**src/rtl/button_debouncer_pkg.sv**
```systemverilog
// Shared types and defaults for the push-button debouncer.
// State encoding is 3 bits wide, so the three unused codes must recover to IDLE.
package button_debouncer_pkg;

  typedef enum logic [2:0] {
    IDLE         = 3'd0,
    PRESS_WAIT   = 3'd1,
    PRESSED      = 3'd2,
    REPEAT       = 3'd3,
    RELEASE_WAIT = 3'd4
  } state_t;

  // Defaults assume a 100 MHz clk.
  localparam int DEF_DEBOUNCE_CYCLES     = 1_000_000;
  localparam int DEF_REPEAT_DELAY_CYCLES = 50_000_000;
  localparam int DEF_REPEAT_RATE_CYCLES  = 10_000_000;

  function automatic int maxOf3(input int a, input int b, input int c);
    int m;
    m = a;
    if (b > m) m = b;
    if (c > m) m = c;
    return m;
  endfunction

endpackage

```
**src/rtl/button_debouncer_if.sv**
```systemverilog
// Button-side signal bundle.
// The debouncer drives the strobes through the master modport; the display counter listens as slave.
interface button_debouncer_if;
  logic button_in;
  logic button_level;
  logic press_pulse;
  logic release_pulse;
  logic repeat_pulse;
  logic step_pulse;

  modport master (
    input  button_in,
    output button_level, press_pulse, release_pulse, repeat_pulse, step_pulse
  );

  modport slave (
    output button_in,
    input  button_level, press_pulse, release_pulse, repeat_pulse, step_pulse
  );
endinterface

```
**src/rtl/button_debouncer_sync_2ff.sv**
```systemverilog
// Two-flop synchroniser for a single asynchronous bit.
// RESET_VAL lets the same block serve reset, switch and button inputs.
module sync_2ff #(
  parameter logic RESET_VAL = 1'b0
) (
  input  logic clk,
  input  logic reset,
  input  logic d_i,
  output logic q_o
);

  logic meta_q;
  logic sync_q;

  always_ff @(posedge clk or posedge reset) begin
    if (reset) begin
      meta_q <= RESET_VAL;
      sync_q <= RESET_VAL;
    end else begin
      meta_q <= d_i;
      sync_q <= meta_q;
    end
  end

  assign q_o = sync_q;

endmodule

```
**src/rtl/button_debouncer.sv**
```systemverilog
// Debounces one push-button and produces press, release and auto-repeat strobes.
// A single counter is shared by all timed states, because only one interval is ever being measured.
module button_debouncer
  import button_debouncer_pkg::*;
#(
  parameter int DEBOUNCE_CYCLES     = DEF_DEBOUNCE_CYCLES,
  parameter int REPEAT_DELAY_CYCLES = DEF_REPEAT_DELAY_CYCLES,
  parameter int REPEAT_RATE_CYCLES  = DEF_REPEAT_RATE_CYCLES,
  parameter int ACTIVE_LOW          = 0
) (
  input  logic               clk,
  input  logic               reset,
  button_debouncer_if.master bus
);

  localparam int MAX_CYCLES = maxOf3(DEBOUNCE_CYCLES, REPEAT_DELAY_CYCLES, REPEAT_RATE_CYCLES);
  localparam int CW         = (MAX_CYCLES > 1) ? $clog2(MAX_CYCLES) : 1;

  // The delay measured in PRESSED excludes the debounce already spent in PRESS_WAIT.
  localparam logic [CW-1:0] DEB_LAST   = CW'(DEBOUNCE_CYCLES - 1);
  localparam logic [CW-1:0] DELAY_LAST = CW'(REPEAT_DELAY_CYCLES - DEBOUNCE_CYCLES - 1);
  localparam logic [CW-1:0] RATE_LAST  = CW'(REPEAT_RATE_CYCLES - 1);

  logic          pinPressed;
  logic          syncPressed;
  state_t        state_q, state_d;
  logic [CW-1:0] cnt_q, cnt_d;
  logic          level_q, level_d;
  logic          press_q, press_d;
  logic          release_q, release_d;
  logic          repeat_q, repeat_d;
  logic          step_q;

  assign pinPressed = bus.button_in ^ (ACTIVE_LOW != 0);

  sync_2ff #(.RESET_VAL(1'b0)) uSync (
    .clk   (clk),
    .reset (reset),
    .d_i   (pinPressed),
    .q_o   (syncPressed)
  );

  always_comb begin
    state_d   = state_q;
    cnt_d     = cnt_q;
    level_d   = level_q;
    press_d   = 1'b0;
    release_d = 1'b0;
    repeat_d  = 1'b0;
    case (state_q)
      IDLE: begin
        if (syncPressed) begin
          state_d = PRESS_WAIT;
          cnt_d   = '0;
        end
      end
      PRESS_WAIT: begin
        if (!syncPressed) begin
          state_d = IDLE;
        end else if (cnt_q == DEB_LAST) begin
          state_d = PRESSED;
          press_d = 1'b1;
          level_d = 1'b1;
          cnt_d   = '0;
        end else begin
          cnt_d = cnt_q + 1'b1;
        end
      end
      PRESSED, REPEAT: begin
        if (!syncPressed) begin
          state_d = RELEASE_WAIT;
          cnt_d   = '0;
        end else if (cnt_q == ((state_q == PRESSED) ? DELAY_LAST : RATE_LAST)) begin
          state_d  = REPEAT;
          repeat_d = 1'b1;
          cnt_d    = '0;
        end else begin
          cnt_d = cnt_q + 1'b1;
        end
      end
      RELEASE_WAIT: begin
        // A bounce back to pressed is absorbed and restarts the repeat delay.
        if (syncPressed) begin
          state_d = PRESSED;
          cnt_d   = '0;
        end else if (cnt_q == DEB_LAST) begin
          state_d   = IDLE;
          release_d = 1'b1;
          level_d   = 1'b0;
          cnt_d     = '0;
        end else begin
          cnt_d = cnt_q + 1'b1;
        end
      end
      default: begin
        state_d = IDLE;
        cnt_d   = '0;
        level_d = 1'b0;
      end
    endcase
  end

  always_ff @(posedge clk or posedge reset) begin
    if (reset) begin
      state_q   <= IDLE;
      cnt_q     <= '0;
      level_q   <= 1'b0;
      press_q   <= 1'b0;
      release_q <= 1'b0;
      repeat_q  <= 1'b0;
      step_q    <= 1'b0;
    end else begin
      state_q   <= state_d;
      cnt_q     <= cnt_d;
      level_q   <= level_d;
      press_q   <= press_d;
      release_q <= release_d;
      repeat_q  <= repeat_d;
      step_q    <= press_d | repeat_d;
    end
  end

  assign bus.button_level  = level_q;
  assign bus.press_pulse   = press_q;
  assign bus.release_pulse = release_q;
  assign bus.repeat_pulse  = repeat_q;
  assign bus.step_pulse    = step_q;

endmodule

```
**src/flat_wrapper.sv**
```systemverilog
// flat-port wrapper written by rule: the top's interface ports become plain ports
module button_debouncer_flat import button_debouncer_pkg::*;
#(
  parameter int DEBOUNCE_CYCLES     = DEF_DEBOUNCE_CYCLES,
  parameter int REPEAT_DELAY_CYCLES = DEF_REPEAT_DELAY_CYCLES,
  parameter int REPEAT_RATE_CYCLES  = DEF_REPEAT_RATE_CYCLES,
  parameter int ACTIVE_LOW          = 0
)
  (clk, reset, bus_button_in, bus_button_level, bus_press_pulse, bus_release_pulse, bus_repeat_pulse, bus_step_pulse);
  button_debouncer_if bus_i ();
  input  logic clk;
  input  logic reset;
  input wire logic [$bits(bus_i.button_in)-1:0] bus_button_in;
  output wire logic [$bits(bus_i.button_level)-1:0] bus_button_level;
  output wire logic [$bits(bus_i.press_pulse)-1:0] bus_press_pulse;
  output wire logic [$bits(bus_i.release_pulse)-1:0] bus_release_pulse;
  output wire logic [$bits(bus_i.repeat_pulse)-1:0] bus_repeat_pulse;
  output wire logic [$bits(bus_i.step_pulse)-1:0] bus_step_pulse;
  assign bus_i.button_in = bus_button_in;
  assign bus_button_level = bus_i.button_level;
  assign bus_press_pulse = bus_i.press_pulse;
  assign bus_release_pulse = bus_i.release_pulse;
  assign bus_repeat_pulse = bus_i.repeat_pulse;
  assign bus_step_pulse = bus_i.step_pulse;
  button_debouncer #(.DEBOUNCE_CYCLES(DEBOUNCE_CYCLES), .REPEAT_DELAY_CYCLES(REPEAT_DELAY_CYCLES), .REPEAT_RATE_CYCLES(REPEAT_RATE_CYCLES), .ACTIVE_LOW(ACTIVE_LOW)) u_core (.clk(clk), .reset(reset), .bus(bus_i));
endmodule
```
**config.mk**
```make
export PLATFORM = sky130hd
export DESIGN_NAME = button_debouncer_flat
export DESIGN_NICKNAME = d
export VERILOG_FILES = /design/src/rtl/button_debouncer_pkg.sv /design/src/rtl/button_debouncer_if.sv /design/src/rtl/button_debouncer_sync_2ff.sv /design/src/rtl/button_debouncer.sv /design/src/flat_wrapper.sv
export SDC_FILE = /design/constraint.sdc
export NUM_CORES = 1
export LEC_CHECK = 0
export ABC_CLOCK_PERIOD_IN_PS = 5030
export BUFFER_PORTS_ARGS = -buffer_cell sky130_fd_sc_hd__buf_2
export CAP_MARGIN = 20
export CORE_ASPECT_RATIO = 2
export CORE_MARGIN = 5
export CORE_UTILIZATION = 25
export DETAILED_ROUTE_END_ITERATION = 16
export GPL_TIMING_DRIVEN = 0
export SLEW_MARGIN = 20
export SYNTH_ARGS = -nofsm -noshare
export SYNTH_HDL_FRONTEND = slang
export SYNTH_HIERARCHICAL = 1
export SYNTH_SLANG_ARGS = --single-unit
```
**constraint.sdc**
```tcl
create_clock -name clk -period 5.03 [get_ports clk]
set_input_delay 0.503 -clock clk [delete_from_list [all_inputs] [get_ports clk]]
set_output_delay 0.503 -clock clk [all_outputs]
set_load 0.1 [all_outputs]
```
* Word-level counts from Yosys, hierarchy flattened
Cells that the tools add are included.
Operators by class: muxes and demuxes 29, reduce and logical (&&, ||, !) cells 6, $add $sub $neg 1, bitwise logic cells 2, equal/unequal tests 14
Operators by type and width (count):
- $mux 26 | 7
- $pmux 26 s4 | 1
- $add 26x1->26 const B | 1
- $eq 26x20->1 const B | 1
- $eq 26x26->1 | 1
- $mux 3 | 7
- $mux 1 | 12
- $pmux 3 s4 | 1
- $ne 3x2->1 const B | 3
- $eq 3x2->1 const B | 2
- $ne 2x2->1 const B | 3
- $reduce_and 5->1 | 1
- $ne 2x1->1 const B | 2
- $reduce_and 4->1 | 1
- $eq 3x1->1 const B | 1
- $eq 3x3->1 const B | 1
- $logic_not 3->1 | 1
- $pmux 1 s3 | 1
- $reduce_or 3->1 | 1
- $reduce_and 2->1 | 1
- $reduce_or 2->1 | 1
- $not 1->1 | 1
- $or 1x1->1 | 1
Word-level totals: word-level logic and storage cells 61, flip-flop bits (word level) 36, input bits 3, output and inout bits 5

* Depth between registers and ports, before layout
Gate-level depths: netlist of the first run.
depth in word-level cells 7, depth in mapped cells 9, gate-level depth less buffers 7

* Cells and area by module
The synthesis of the first run kept the hierarchy.
By module, submodules not included:
- button_debouncer | area each 1988.2 sq um, cells each 230, times used 1
- sync_2ff | area each 53.8 sq um, cells each 3, times used 1

* Least setup slack after synthesis of the first run
OpenSTA, ideal clock, no wires.
kind register -> register, from register u_core.cnt_q[20], to register u_core.cnt_q[11], stages on the path, launching flop included 9, slack 2567 ps, arrival 2345 ps, library setup time 118 ps, path buffers 2, path through dfrtp_1 > or3_1 > or4_1 > or4_1 > buf_6 > a2bb2oi_4 > buf_6 > o21ai_1 > a21o_1
On the way: longest elaborated chain between the ends 4, elaborated cells between the ends (all ways) 8
RTL lines:
- from (decl) | line button_debouncer.sv:27 | logic [CW-1:0] cnt_q, cnt_d;
- from (signal assigned) | line button_debouncer.sv:114 | cnt_q <= cnt_d;
- $eq 26x20->1 or $eq 26x26->1 (tied branches) | line button_debouncer.sv:60, button_debouncer.sv:86, button_debouncer.sv:73
- $mux 26, on equally long branches | line button_debouncer.sv:60, button_debouncer.sv:86, button_debouncer.sv:73
- $mux 26, on equally long branches | line button_debouncer.sv:83, button_debouncer.sv:58, button_debouncer.sv:70
- $pmux 26 s4 (*) | line button_debouncer.sv:50 | case (state_q)
Mark *: on every way between the ends. The rest lies on a longest branch, timed or not. The select of a mux whose other input is x is not followed. A chain may end at the register's enable or synchronous reset.

* Final worst setup path of the first run
from register u_core.state_q[0], to register u_core.cnt_q[11]
On the way: longest elaborated chain between the ends 6, elaborated cells between the ends (all ways) 14
RTL lines:
- from (decl) | line button_debouncer.sv:26 | state_t state_q, state_d;
- from (signal assigned) | line button_debouncer.sv:113 | state_q <= state_d;
- $eq 3x2->1 | line button_debouncer.sv:50, button_debouncer.sv:73
- $mux 26 | line button_debouncer.sv:73 | end else if (cnt_q == ((state_q == PRESSED) ? DELAY_LAST : RATE_LAST)) begin
- $eq 26x26->1 | line button_debouncer.sv:73
- $mux 26 | line button_debouncer.sv:73
- $mux 26 | line button_debouncer.sv:70 | if (!syncPressed) begin
- $pmux 26 s4 | line button_debouncer.sv:50
Several ways; a longest one is shown, not always the timed one.

==> reports/results.tsv, run 1 <==
stage	metric	value	unit
synthesis	Syn Area/Cell	8.76	µm²
sta	Final min period	2.82	ns
sta	RSZ-0062 raised after global routing	false	
synthesis	Synth area leaders	dfrtp_1 44%, nand3_1 6.9%, nand2_1 4.8%	
sta	relative slew slack	46.6	%
floorplan	core box area	0.00794	mm²
drt	drt via density	5.26	
hold_path	Min-Delay Path Class	input port to async pin	
worst_setup_path	R2R Path End	u_core/cnt_q[11]	
synthesis	Syn. warnings	6	
drt	via count	1813	
floorplan	Die Y	138	µm
synthesis	Yosys top cell by area	dfrtp_1	
global_routing	total gr overflow	0	
sta	Tcrit/Tclk final	56.0	%
worst_setup_path	critical path startpoint category	flip-flop	
sta	Setup Skew	0.00732	ns
clock_network	CTS tree	done	
floorplan	Row Count	46	
layout	Area Overhead vs Synth	17.2	%
sta	count of final setup violators	0	
clock_network	hold_buf cts	0	
synthesis	top cells by count, synth	36 x dfrtp_1, 28 x nand3_1, 26 x nand2_1	
clock_network	cts bufs inserted	5	
worst_setup_path	critical path arrival	3.00	ns
floorplan	die span in x	73.9	µm
worst_setup_path	reg2reg start	u_core/state_q[0]	
worst_setup_path	Critical Path Sink Type	flip-flop	
outcome	run status	finished, final reports clean	
global_routing	initial antenna violation count	0	
global_routing	first-pass GRT wire length	8.89	mm
layout	Fill cells	844	
run	# Max-Cap Violations	0	
global_routing	largest net degree at the start of global routing	19	
sta	Post-Route Setup TNS	0	ns
clock_network	Clock Root Buffer	clkbuf_16	
drt	DRC viols	0	
power_and_ir_drop	Pleak	0.000994	µW
floorplan	Starting Density	25.7	%
drt	Detail Route Antenna Nets	0	
power_and_ir_drop	sequential share of power	42.9	%
layout	diode count	0	
worst_setup_path	worst reg2reg path depth	7	
drt	final wirelength	5.43	mm
synthesis	Main synth FF type	dfrtp_1	
synthesis	Post-Synthesis Cells	233	
power_and_ir_drop	clock share of power	50.6	%
layout	FF+latch area	901	µm²
global_routing	vias in the first global route	1809	
clock_network	clk slew on worst S/H paths	0.06	ns
placed_design	routability congestion estimate from global placement	0.905	
layout	Final #Nets	252	
synthesis	Synth cell types	44	
layout	layout cell share with drive strength beyond 1	11.2	%
placed_design	number of cells after detailed placement	337	
power_and_ir_drop	internal power	547	µW
synthesis	Post-synth EDFFs	0	
sta	Final Max Tran Viols	0	
drt	router iterations before antenna repair	4	
drt	drt initial violations	106	
floorplan	Die ar.	0.0102	mm²
clock_network	PostCTS Resize Cnt	0	
sta	Max Clk Rate	355	MHz
layout	Multi-input gate area	0.00102	mm²
synthesis	most common cell in the synthesized netlist	dfrtp_1	
worst_setup_path	Setup Crit Path Kind	flip-flop to flip-flop	
power_and_ir_drop	Gate power share	6.5	%
layout	Layout Cells excl Fill	345	
drt	drt wl/cell	15.7	µm
clock_network	Clk Latency, worst-skew pair	0.29	ns
power_and_ir_drop	worst vdd rail ir drop	0.118	mV
synthesis	Synthesized Nets	237	
clock_network	clock buffer depth	2	
layout	fin util	30.1	%
synthesis	flops & latches, synth	36	
clock_network	H-Tree Depth	2	
clock_network	post-CTS setup buffers	0	
synthesis	Synth Cell Area	0.00204	mm²
worst_setup_path	worst-path fanout max	10	
power_and_ir_drop	total chip power	705	µW
synthesis	Synth top area share	44.1	%
synthesis	Seq/Total Area, Yosys	44.1	%
power_and_ir_drop	Power Density	294	mW/mm²
power_and_ir_drop	Sw Pwr	158	µW
synthesis	Synth async-reset ratio	100	%
sta	final hold vios	0	
global_routing	GRT Total Usage	11.7	%
sta	Least-Margin Pin Slew	0.790	ns
power_and_ir_drop	switching share of total power	22.4	%
placed_design	DP Wirelength	3.97	mm
worst_setup_path	worst path required time	5.21	ns
clock_network	Clock Sinks	36	
worst_setup_path	flop2flop setup slack	2.21	ns
placed_design	PortBufs	7	
floorplan	Ports	8	
[routing by layer]
layer  wire, µm  GRT usage, %  vias up
met3        147          2.48       21
li1           -             -      867
met4        282          8.77        0
met5          0             0        -
met1       2010          11.3      885
met2       2990          21.0       40
[worst max-delay path, cell delays in order (launching register included)]
cell	delay, ns
dfrtp_1	0.44
or3b_1	0.42
or4_1	0.54
a211oi_2	0.55
a2bb2oi_4	0.29
buf_6	0.19
o21ai_1	0.08
a21o_1	0.19
[metrics by stage]
step                setup slack, ns  hold slack [ns]  instance area, µm²
floorplan                      2.57            0.244                2040
global placement               2.23            0.346                2200
detailed placement             2.21            0.358                2220
CTS                            2.19           0.0785                2390
global route                   2.08           0.0782                2390
finish                         2.21           0.0803                2390
[how the worst max path moves through the flow]
stage,from,end,slack (ns),cells after the start
6_report,u_core/state_q[0],u_core/cnt_q[11],2.21,7
5_1_grt,u_core/state_q[0],u_core/cnt_q[22],2.08,7
3_3_place_gp,u_core/state_q[0],u_core/cnt_q[22],2.23,7
3_5_place_dp,u_core/state_q[0],u_core/cnt_q[11],2.21,7
4_1_cts,u_core/state_q[0],u_core/cnt_q[11],2.19,7
2_1_floorplan,u_core/cnt_q[20],u_core/cnt_q[11],2.57,8
[logic make-up after synthesis]
| kind of cell | share of synthesized area [%] |
|---|---|
| fa+ha+maj | 0.613 |
| xor+xnor | 0.858 |
| simple gates | 31.4 |
| buf+inv | 5.94 |
| flops | 44.1 |
| compound gates | 15.6 |
| mux | 1.47 |
[layout make-up]
type,instances,area share [%]
inverters,10,1.57
clock buffers,6,5.38
well taps,96,5.02
plain buffers,14,3.50
clock inverters,2,1.46
repair buffers,8,2.61
multi-input cells,173,42.8
flip-flops and latches,36,37.6
[state kept, by name, indices dropped and copies added, names as in the netlist]
name,flops
u_core/bus.button_level,1
u_core/state_q,3
u_core/bus.press_pulse,1
u_core/uSync/meta_q,1
u_core/cnt_q,26
u_core/bus.release_pulse,1
u_core/bus.repeat_pulse,1
u_core/uSync/q_o,1
u_core/bus.step_pulse,1
[placed cells by master (no fill, tap or decap), drive strengths merged, types with 2 or more instances in the layout]
cell	count
dfrtp	36
nand3	28
nand2	26
o21ai	20
clkbuf	15
or3	13
a21oi	13
buf	13
nor2	11
inv	10
nor3	7
or4	5
and3	4
nand4	4
and4	4
a22o	4
and2	4
nor2b	3
mux2i	3
nor4b	2
nor4	2
a21o	2
o2bb2ai	2
[power groups by stage]
stage	logic [µW]	clock network [µW]	registers, µW
2_1_floorplan	31.3	0	306
3_5_place_dp	46.2	0	307
3_3_place_gp	42.4	0	307
5_1_grt	51.6	372	303
6_report	45.6	357	302
4_1_cts	46.5	365	302
Power figures use the tool's default switching activity.
==> run 2, diff against run 1 <==
--- a/config.mk
+++ b/config.mk
@@ -5,7 +5,7 @@
 export SDC_FILE = /design/constraint.sdc
 export NUM_CORES = 1
 export LEC_CHECK = 0
-export ABC_CLOCK_PERIOD_IN_PS = 5030
+export ABC_CLOCK_PERIOD_IN_PS = 2800
 export BUFFER_PORTS_ARGS = -buffer_cell sky130_fd_sc_hd__buf_2
 export CAP_MARGIN = 20
 export CORE_ASPECT_RATIO = 2
==> constraint.sdc (replaced) <==
create_clock -name clk -period 2.8 [get_ports clk]
set_input_delay 0.28 -clock clk [delete_from_list [all_inputs] [get_ports clk]]
set_output_delay 0.28 -clock clk [all_outputs]
set_load 0.1 [all_outputs]
==> run 2 against run 1 <==
Effect of this change:
- via count grew 0.44%
- first-iteration DRC count grew 5.7%
- critical endpoint unchanged
- design area grew 1.1%
- critical path type unchanged
- utilization grew 0.33 points
- largest cell class unchanged
- highest routed layer unchanged
- clock power grew 80%
- count of clock-buffer cells in the layout is the same
- register-to-register slack lost 2.1 ns
- routed wire length shrank 0.24%
==> reports/results.tsv, run 2 (same netlist as run 1, synthesis figures left out) <==
stage	metric	value	unit
outcome	run status	finished, final reports clean	
worst_setup_path	Buf/Inv on CP	2	
hold_path	Hold Startpoint	bus_button_in	
drt	via count	1821	
worst_setup_path	worst-path fanout max	10	
power_and_ir_drop	internal power	983	µW
layout	Area Overhead vs Synth	18.5	%
power_and_ir_drop	Power Density	524	mW/mm²
worst_setup_path	Setup Crit Path Kind	flip-flop to flip-flop	
worst_setup_path	CP cell instances	or3_1 -> or4_1 -> or4_1 -> buf_6 -> a2bb2oi_4 -> buf_6 -> o21ai_1 -> a21o_1	
sta	Final min period	2.70	ns
drt	Detail Route Antenna Nets	0	
placed_design	DP Wirelength	3.97	mm
global_routing	first-pass GRT wire length	8.88	mm
power_and_ir_drop	worst vdd rail ir drop	0.214	mV
clock_network	Clk Latency, worst-skew pair	0.29	ns
placed_design	placed inst area	0.00222	mm²
placed_design	routability congestion estimate from global placement	0.905	
drt	drt wl/cell	15.6	µm
worst_setup_path	flop2flop setup slack	0.1	ns
layout	fin util	30.5	%
drt	DRC viols	0	
sta	Setup WS post-layout	0.0963	ns
floorplan	Die ar.	0.0102	mm²
sta	Tcrit/Tclk final	96.6	%
power_and_ir_drop	sequential share of power	42.9	%
floorplan	die span in x	73.9	µm
power_and_ir_drop	Pleak	0.00100	µW
power_and_ir_drop	Sw Pwr	284	µW
clock_network	clock buffer depth	2	
power_and_ir_drop	Gate power share	6.6	%
drt	router iterations before antenna repair	4	
worst_setup_path	Critical Path Sink Type	flip-flop	
global_routing	GRT met1 Usage	11.2	%
worst_setup_path	Levels on crit path	8	
layout	most frequent cells in the layout	35 x dfrtp_1, 28 x nand3_1, 26 x nand2_1	
layout	most flop-heavy register	u_core/cnt_q	
clock_network	clk slew on worst S/H paths	0.06	ns
floorplan	Ports	8	
global_routing	initial antenna violation count	0	
clock_network	CTS tree	done	
floorplan	Starting Density	25.7	%
worst_setup_path	family with the most delay on the worst path	simple AND/OR/NAND/NOR gates	
global_routing	GRT Total Usage	11.7	%
drt	drt via density	5.25	
sta	count of final setup violators	0	
worst_setup_path	critical path arrival	2.88	ns
global_routing	met3 usage	2.41	%
drt	final wirelength	5.42	mm
drt	drt initial violations	112	
layout	Final #Nets	254	
layout	layout cell share with drive strength beyond 1	12.0	%
worst_setup_path	CP Launch Point	u_core/cnt_q[12]	
layout	commonest non-fill, non-tap cell in the layout	dfrtp_1	
worst_setup_path	reg2reg start	u_core/cnt_q[12]	
global_routing	total gr overflow	0	
global_routing	largest net degree at the start of global routing	19	
sta	Max Clk Rate	370	MHz
sta	RSZ-0062 raised after global routing	false	
worst_setup_path	CP max-delay cell	or4_1	
worst_setup_path	critical path startpoint category	flip-flop	
placed_design	dpl ws	-0.0152	ns
placed_design	PortBufs	7	
worst_setup_path	worst path required time	2.98	ns
floorplan	core box area	0.00794	mm²
sta	Setup Skew	0.00795	ns
sta	final hold vios	0	
layout	largest registers	u_core/cnt_q x26, u_core/state_q x3	
layout	max FFs per register	26	
sta	Final Max Tran Viols	0	
layout	design area	0.00242	mm²
global_routing	vias in the first global route	1817	
hold_path	Min-Delay Path Class	input port to flip-flop	
power_and_ir_drop	switching share of total power	22.4	%
sta	Least-Margin Pin Slew	0.840	ns
clock_network	H-Tree Depth	2	
hold_path	Hold Crit Depth	1	
global_routing	met2 Resource Use GR	21.1	%
power_and_ir_drop	clock share of power	50.5	%
worst_setup_path	worst reg2reg path depth	8	
sta	relative slew slack	43.2	%
run	# Max-Cap Violations	0	
clock_network	Clock Sinks	36	
floorplan	Row Count	46	
clock_network	Clock Root Buffer	clkbuf_16	
clock_network	cts bufs inserted	5	
layout	diode count	0	
global_routing	GRT busiest layer	met2	
worst_setup_path	max incr delay on CP	0.54	ns
floorplan	Die Y	138	µm
==> run 2: cell types whose count changed in the layout (fill, tap and decap cells not counted) <==
cell and change:
dfrtp_1 -1, a211oi_2 -1, a211oi_4 +1, dlygate4sd3_1 +1, dfrtp_2 +1, buf_4 +1
==> run 2: power groups by stage <==
stage	logic, µW	registers, µW	clock network [µW]
final	83.5	543	641
after floorplan	56.3	550	0
after global placement	76.2	552	0
after global routing	94.6	544	668
after detailed placement	82.9	552	0
after CTS	84.6	543	656
==> run 2: timing repair <==
action | CTS | global route
hold buffers | 1 | 0
pin swaps | 0 | 1
resized for setup | 1 | 1
setup buffers | 0 | 1
hold endpoints to repair | 2 | 0
endpoints found under the setup margin | 5 | 5
==> run 2: worst paths after layout <==
check,endpoint
min,u_core/uSync/meta_q
max reg2reg,u_core/cnt_q[11]
min in group asynchronous,u_core/uSync/q_o
max in group asynchronous,u_core/cnt_q[20]
min reg2reg,u_core/uSync/q_o
max,u_core/cnt_q[11]
==> run 2: area by class of cell <==
| type | instances | area (µm²) |
|---|---|---|
| multi-input cells | 173 | 1030 |
| well taps | 96 | 120 |
| inverters | 10 | 37.5 |
| plain buffers | 14 | 83.8 |
| repair buffers | 10 | 80.1 |
| clock inverters | 2 | 35.0 |
| fillers | 845 | 5520 |
| clock buffers | 6 | 129 |
| flip-flops and latches | 36 | 902 |
==> run 2: layer usage <==
layer  vias up  share of wire [%]
li1        871                  -
met5         -                  0
met1       883                 36
met2        46                 55
met3        21                3.2
met4         0                5.2
==> run 2: through the flow <==
| stage | TNS (ns) | hold WS [ns] | power [µW] | cells |
|---|---|---|---|---|
| 3_5_place_dp | -0.0518 | 0.155 | 635 | 337 |
| 6_report | 0 | 0.110 | 1270 | 347 |
| 4_1_cts | 0 | 0.106 | 1280 | 346 |
| 5_1_grt | 0 | 0.108 | 1310 | 347 |
| 2_1_floorplan | 0 | 0.0212 | 606 | 233 |
| 3_3_place_gp | 0 | 0.136 | 628 | 336 |
==> run 3, diff against run 2 <==
--- a/config.mk
+++ b/config.mk
@@ -5,6 +5,7 @@
 export SDC_FILE = /design/constraint.sdc
 export NUM_CORES = 1
 export LEC_CHECK = 0
+export ABC_AREA = 1
 export ABC_CLOCK_PERIOD_IN_PS = 2800
 export BUFFER_PORTS_ARGS = -buffer_cell sky130_fd_sc_hd__buf_2
 export CAP_MARGIN = 20
@@ -13,7 +14,7 @@
 export CORE_UTILIZATION = 25
 export DETAILED_ROUTE_END_ITERATION = 16
 export GPL_TIMING_DRIVEN = 0
-export SLEW_MARGIN = 20
+export SLEW_MARGIN = 40
 export SYNTH_ARGS = -nofsm -noshare
 export SYNTH_HDL_FRONTEND = slang
 export SYNTH_HIERARCHICAL = 1
==> run 3 against run 2 <==
Effect of this change:
- critical path depth grew 5
- worst hold slack lost 0.0072 ns
- fmax grew 39%
- worst setup slack gained 0.76 ns
- utilization shrank 1.1 points
- clock power shrank 9.4%
- routed wire length grew 20%
- highest routed layer unchanged
- first-iteration DRC count grew 58%
- count of clock-buffer cells in the layout grew 1
- clock skew shrank 0.0035 ns
- register-to-register slack gained 0.76 ns
==> reports/results.tsv, run 3 <==
stage	metric	value	unit
synthesis	Synth cell types	31	
power_and_ir_drop	worst vdd rail ir drop	0.273	mV
layout	max FFs per register	26	
global_routing	initial antenna violation count	0	
layout	largest registers	u_core/cnt_q x26, u_core/state_q x3	
placed_design	routability congestion estimate from global placement	0.917	
layout	commonest non-fill, non-tap cell in the layout	nand2_1	
synthesis	Synth Cell Area	0.00251	mm²
sta	Least-Margin Pin Slew	0.608	ns
sta	count of final setup violators	0	
clock_network	Clk Latency, worst-skew pair	0.28	ns
sta	final hold vios	0	
clock_network	Clock Root Buffer	clkbuf_16	
synthesis	Yosys top cell by area	dfrtp_1	
outcome	run status	finished, final reports clean	
drt	router iterations before antenna repair	4	
drt	Detail Route Antenna Nets	0	
synthesis	Main synth FF type	dfrtp_1	
clock_network	cts bufs inserted	5	
floorplan	Die ar.	0.0122	mm²
floorplan	core box area	0.00976	mm²
hold_path	Min-Delay Path Class	input port to flip-flop	
layout	most flop-heavy register	u_core/cnt_q	
drt	DRC viols	0	
clock_network	CTS tree	done	
placed_design	PortBufs	7	
global_routing	vias in the first global route	2330	
synthesis	Synth area leaders	dfrtp_1 36%, nand2_1 22%, nor2_1 11%	
power_and_ir_drop	Pleak	0.00136	µW
synthesis	Seq/Total Area, Yosys	35.9	%
synthesis	most common cell in the synthesized netlist	nand2_1	
power_and_ir_drop	Power Density	687	mW/mm²
synthesis	Synth async-reset ratio	100	%
floorplan	Starting Density	25.7	%
global_routing	first-pass GRT wire length	11.0	mm
layout	layout cell share with drive strength beyond 1	12.8	%
clock_network	Clock Sinks	36	
synthesis	Syn Area/Cell	6.41	µm²
drt	via count	2387	
sta	Final min period	1.94	ns
synthesis	Post-synth EDFFs	0	
run	# Max-Cap Violations	0	
synthesis	flops & latches, synth	36	
worst_setup_path	CP max-delay cell	dfrtp_1	
sta	Final Max Tran Viols	0	
synthesis	top cells by count, synth	148 x nand2_1, 74 x nor2_1, 38 x inv_1	
global_routing	GRT Total Usage	11.9	%
worst_setup_path	Critical Path Sink Type	flip-flop	
synthesis	Syn. warnings	6	
placed_design	DP Wirelength	5.10	mm
worst_setup_path	worst-path fanout max	10	
synthesis	Synthesized Nets	395	
worst_setup_path	worst path required time	3.02	ns
layout	most frequent cells in the layout	148 x nand2_1, 74 x nor2_1, 37 x inv_1	
worst_setup_path	critical path startpoint category	flip-flop	
worst_setup_path	max incr delay on CP	0.43	ns
layout	Final #Nets	410	
drt	drt via density	4.44	
sta	relative slew slack	59.4	%
drt	drt wl/cell	12.1	µm
global_routing	total gr overflow	0	
drt	final wirelength	6.50	mm
sta	Setup WS post-layout	0.856	ns
worst_setup_path	Setup Crit Path Kind	flip-flop to flip-flop	
floorplan	Row Count	51	
sta	Tcrit/Tclk final	69.4	%
floorplan	die span in x	80.8	µm
sta	Max Clk Rate	514	MHz
global_routing	largest net degree at the start of global routing	35	
layout	Fill cells	1052	
power_and_ir_drop	total chip power	1970	µW
synthesis	Post-Synthesis Cells	391	
drt	drt initial violations	177	
floorplan	Die Y	152	µm
synthesis	Synth top area share	35.9	%
worst_setup_path	CP cell instances	ha_1 -> nand3_2 -> inv_2 -> nand2_4 -> clkinv_4 -> nand2_1 -> nor2_2 -> nor2_1 -> inv_2 -> nand3_4 -> buf_6 -> nand2_1 -> nand2_1	
sta	RSZ-0062 raised after global routing	false	
worst_setup_path	CP most frequent cell	nand2_1	
sta	Post-Route Setup TNS	0	ns
clock_network	H-Tree Depth	2	
layout	diode count	0	
layout	Area Overhead vs Synth	14.5	%
clock_network	clk slew on worst S/H paths	0.06	ns
worst_setup_path	critical path arrival	2.17	ns
clock_network	clock buffer depth	2	
placed_design	dpl ws	0.898	ns
floorplan	Ports	8	
sta	Setup Skew	0.00443	ns
## run 3: path summary, 6_finish.rpt
path                                     start             endpoint  slack, ns  depth (start not counted)
setup / recovery               u_core/cnt_q[0]     u_core/cnt_q[24]       0.86                         13
hold / removal                   bus_button_in  u_core/uSync/meta_q       0.10                          1
setup reg to reg               u_core/cnt_q[0]     u_core/cnt_q[24]       0.86                         13
hold reg to reg            u_core/uSync/meta_q     u_core/uSync/q_o       0.36                          0
max in group asynchronous                reset     u_core/cnt_q[25]       1.81                          3
min in group asynchronous                reset  u_core/uSync/meta_q       0.41                          3
## run 3: kinds of logic after synthesis
group | Yosys count | synth area share (%)
AND/OR/NAND/NOR | 276 | 47.2
buffers and inverters | 54 | 9.79
flip-flops | 36 | 35.9
AO/OA/AOI/OAI | 14 | 3.05
XOR/XNOR | 10 | 3.49
adder cells (fa/ha/maj) | 1 | 0.499
## run 3: report_power, final
| group | switching [µW] | total [µW] | leakage (µW) | internal [µW] |
|---|---|---|---|---|
| sequential | 41.4 | 598 | 0.000492 | 556 |
| clock | 208 | 581 | 0.0000760 | 373 |
| combinational | 556 | 793 | 0.000789 | 237 |
| total | 805 | 1970 | 0.00136 | 1170 |
## run 3: per-layer routing
metal / GRT usage, % / part of all wire, % / vias to the layer above
li1: - / - / 1222
met5: 0 / 0 / -
met2: 22.4 / 57 / 42
met4: 8.38 / 5.4 / 0
met1: 11.1 / 35 / 1101
met3: 1.89 / 2.5 / 22
## run 3: stage by stage
step / cell area [µm²] / hold WS (ns) / utilization [%] / cells
after CTS: 2870 / 0.0945 / 29.4 / 538
after global routing: 2870 / 0.100 / 29.4 / 538
final: 2870 / 0.103 / 29.4 / 538
after detailed placement: 2710 / 0.153 / 27.7 / 530
after global placement: 2710 / 0.140 / 27.7 / 530
after floorplan: 2510 / 0.0212 / - / 391
## run 3: cell type report
type,count,area [µm²],area share [%]
repair buffers,8,45.0,1.57
plain buffers,9,70.1,2.44
multi-input cells,301,1360,47.4
flip-flops and latches,36,901,31.4
clock buffers,7,153,5.32
inverters,45,176,6.15
well taps,132,165,5.75
## run 3: worst max-delay path: cells and delay by family, from the launching register on
family | cells | cell delay [ns]
simple gates | 8 | 0.79
flops | 1 | 0.43
buf+inv | 4 | 0.41
fa+ha+maj | 1 | 0.26
## run 3: repair_timing
action / in CTS / in global routing
hold endpoints to repair: 2 / 0
gates resized for setup: 0 / 0
hold buffers: 1 / 0
buffers inserted: 0 / 0
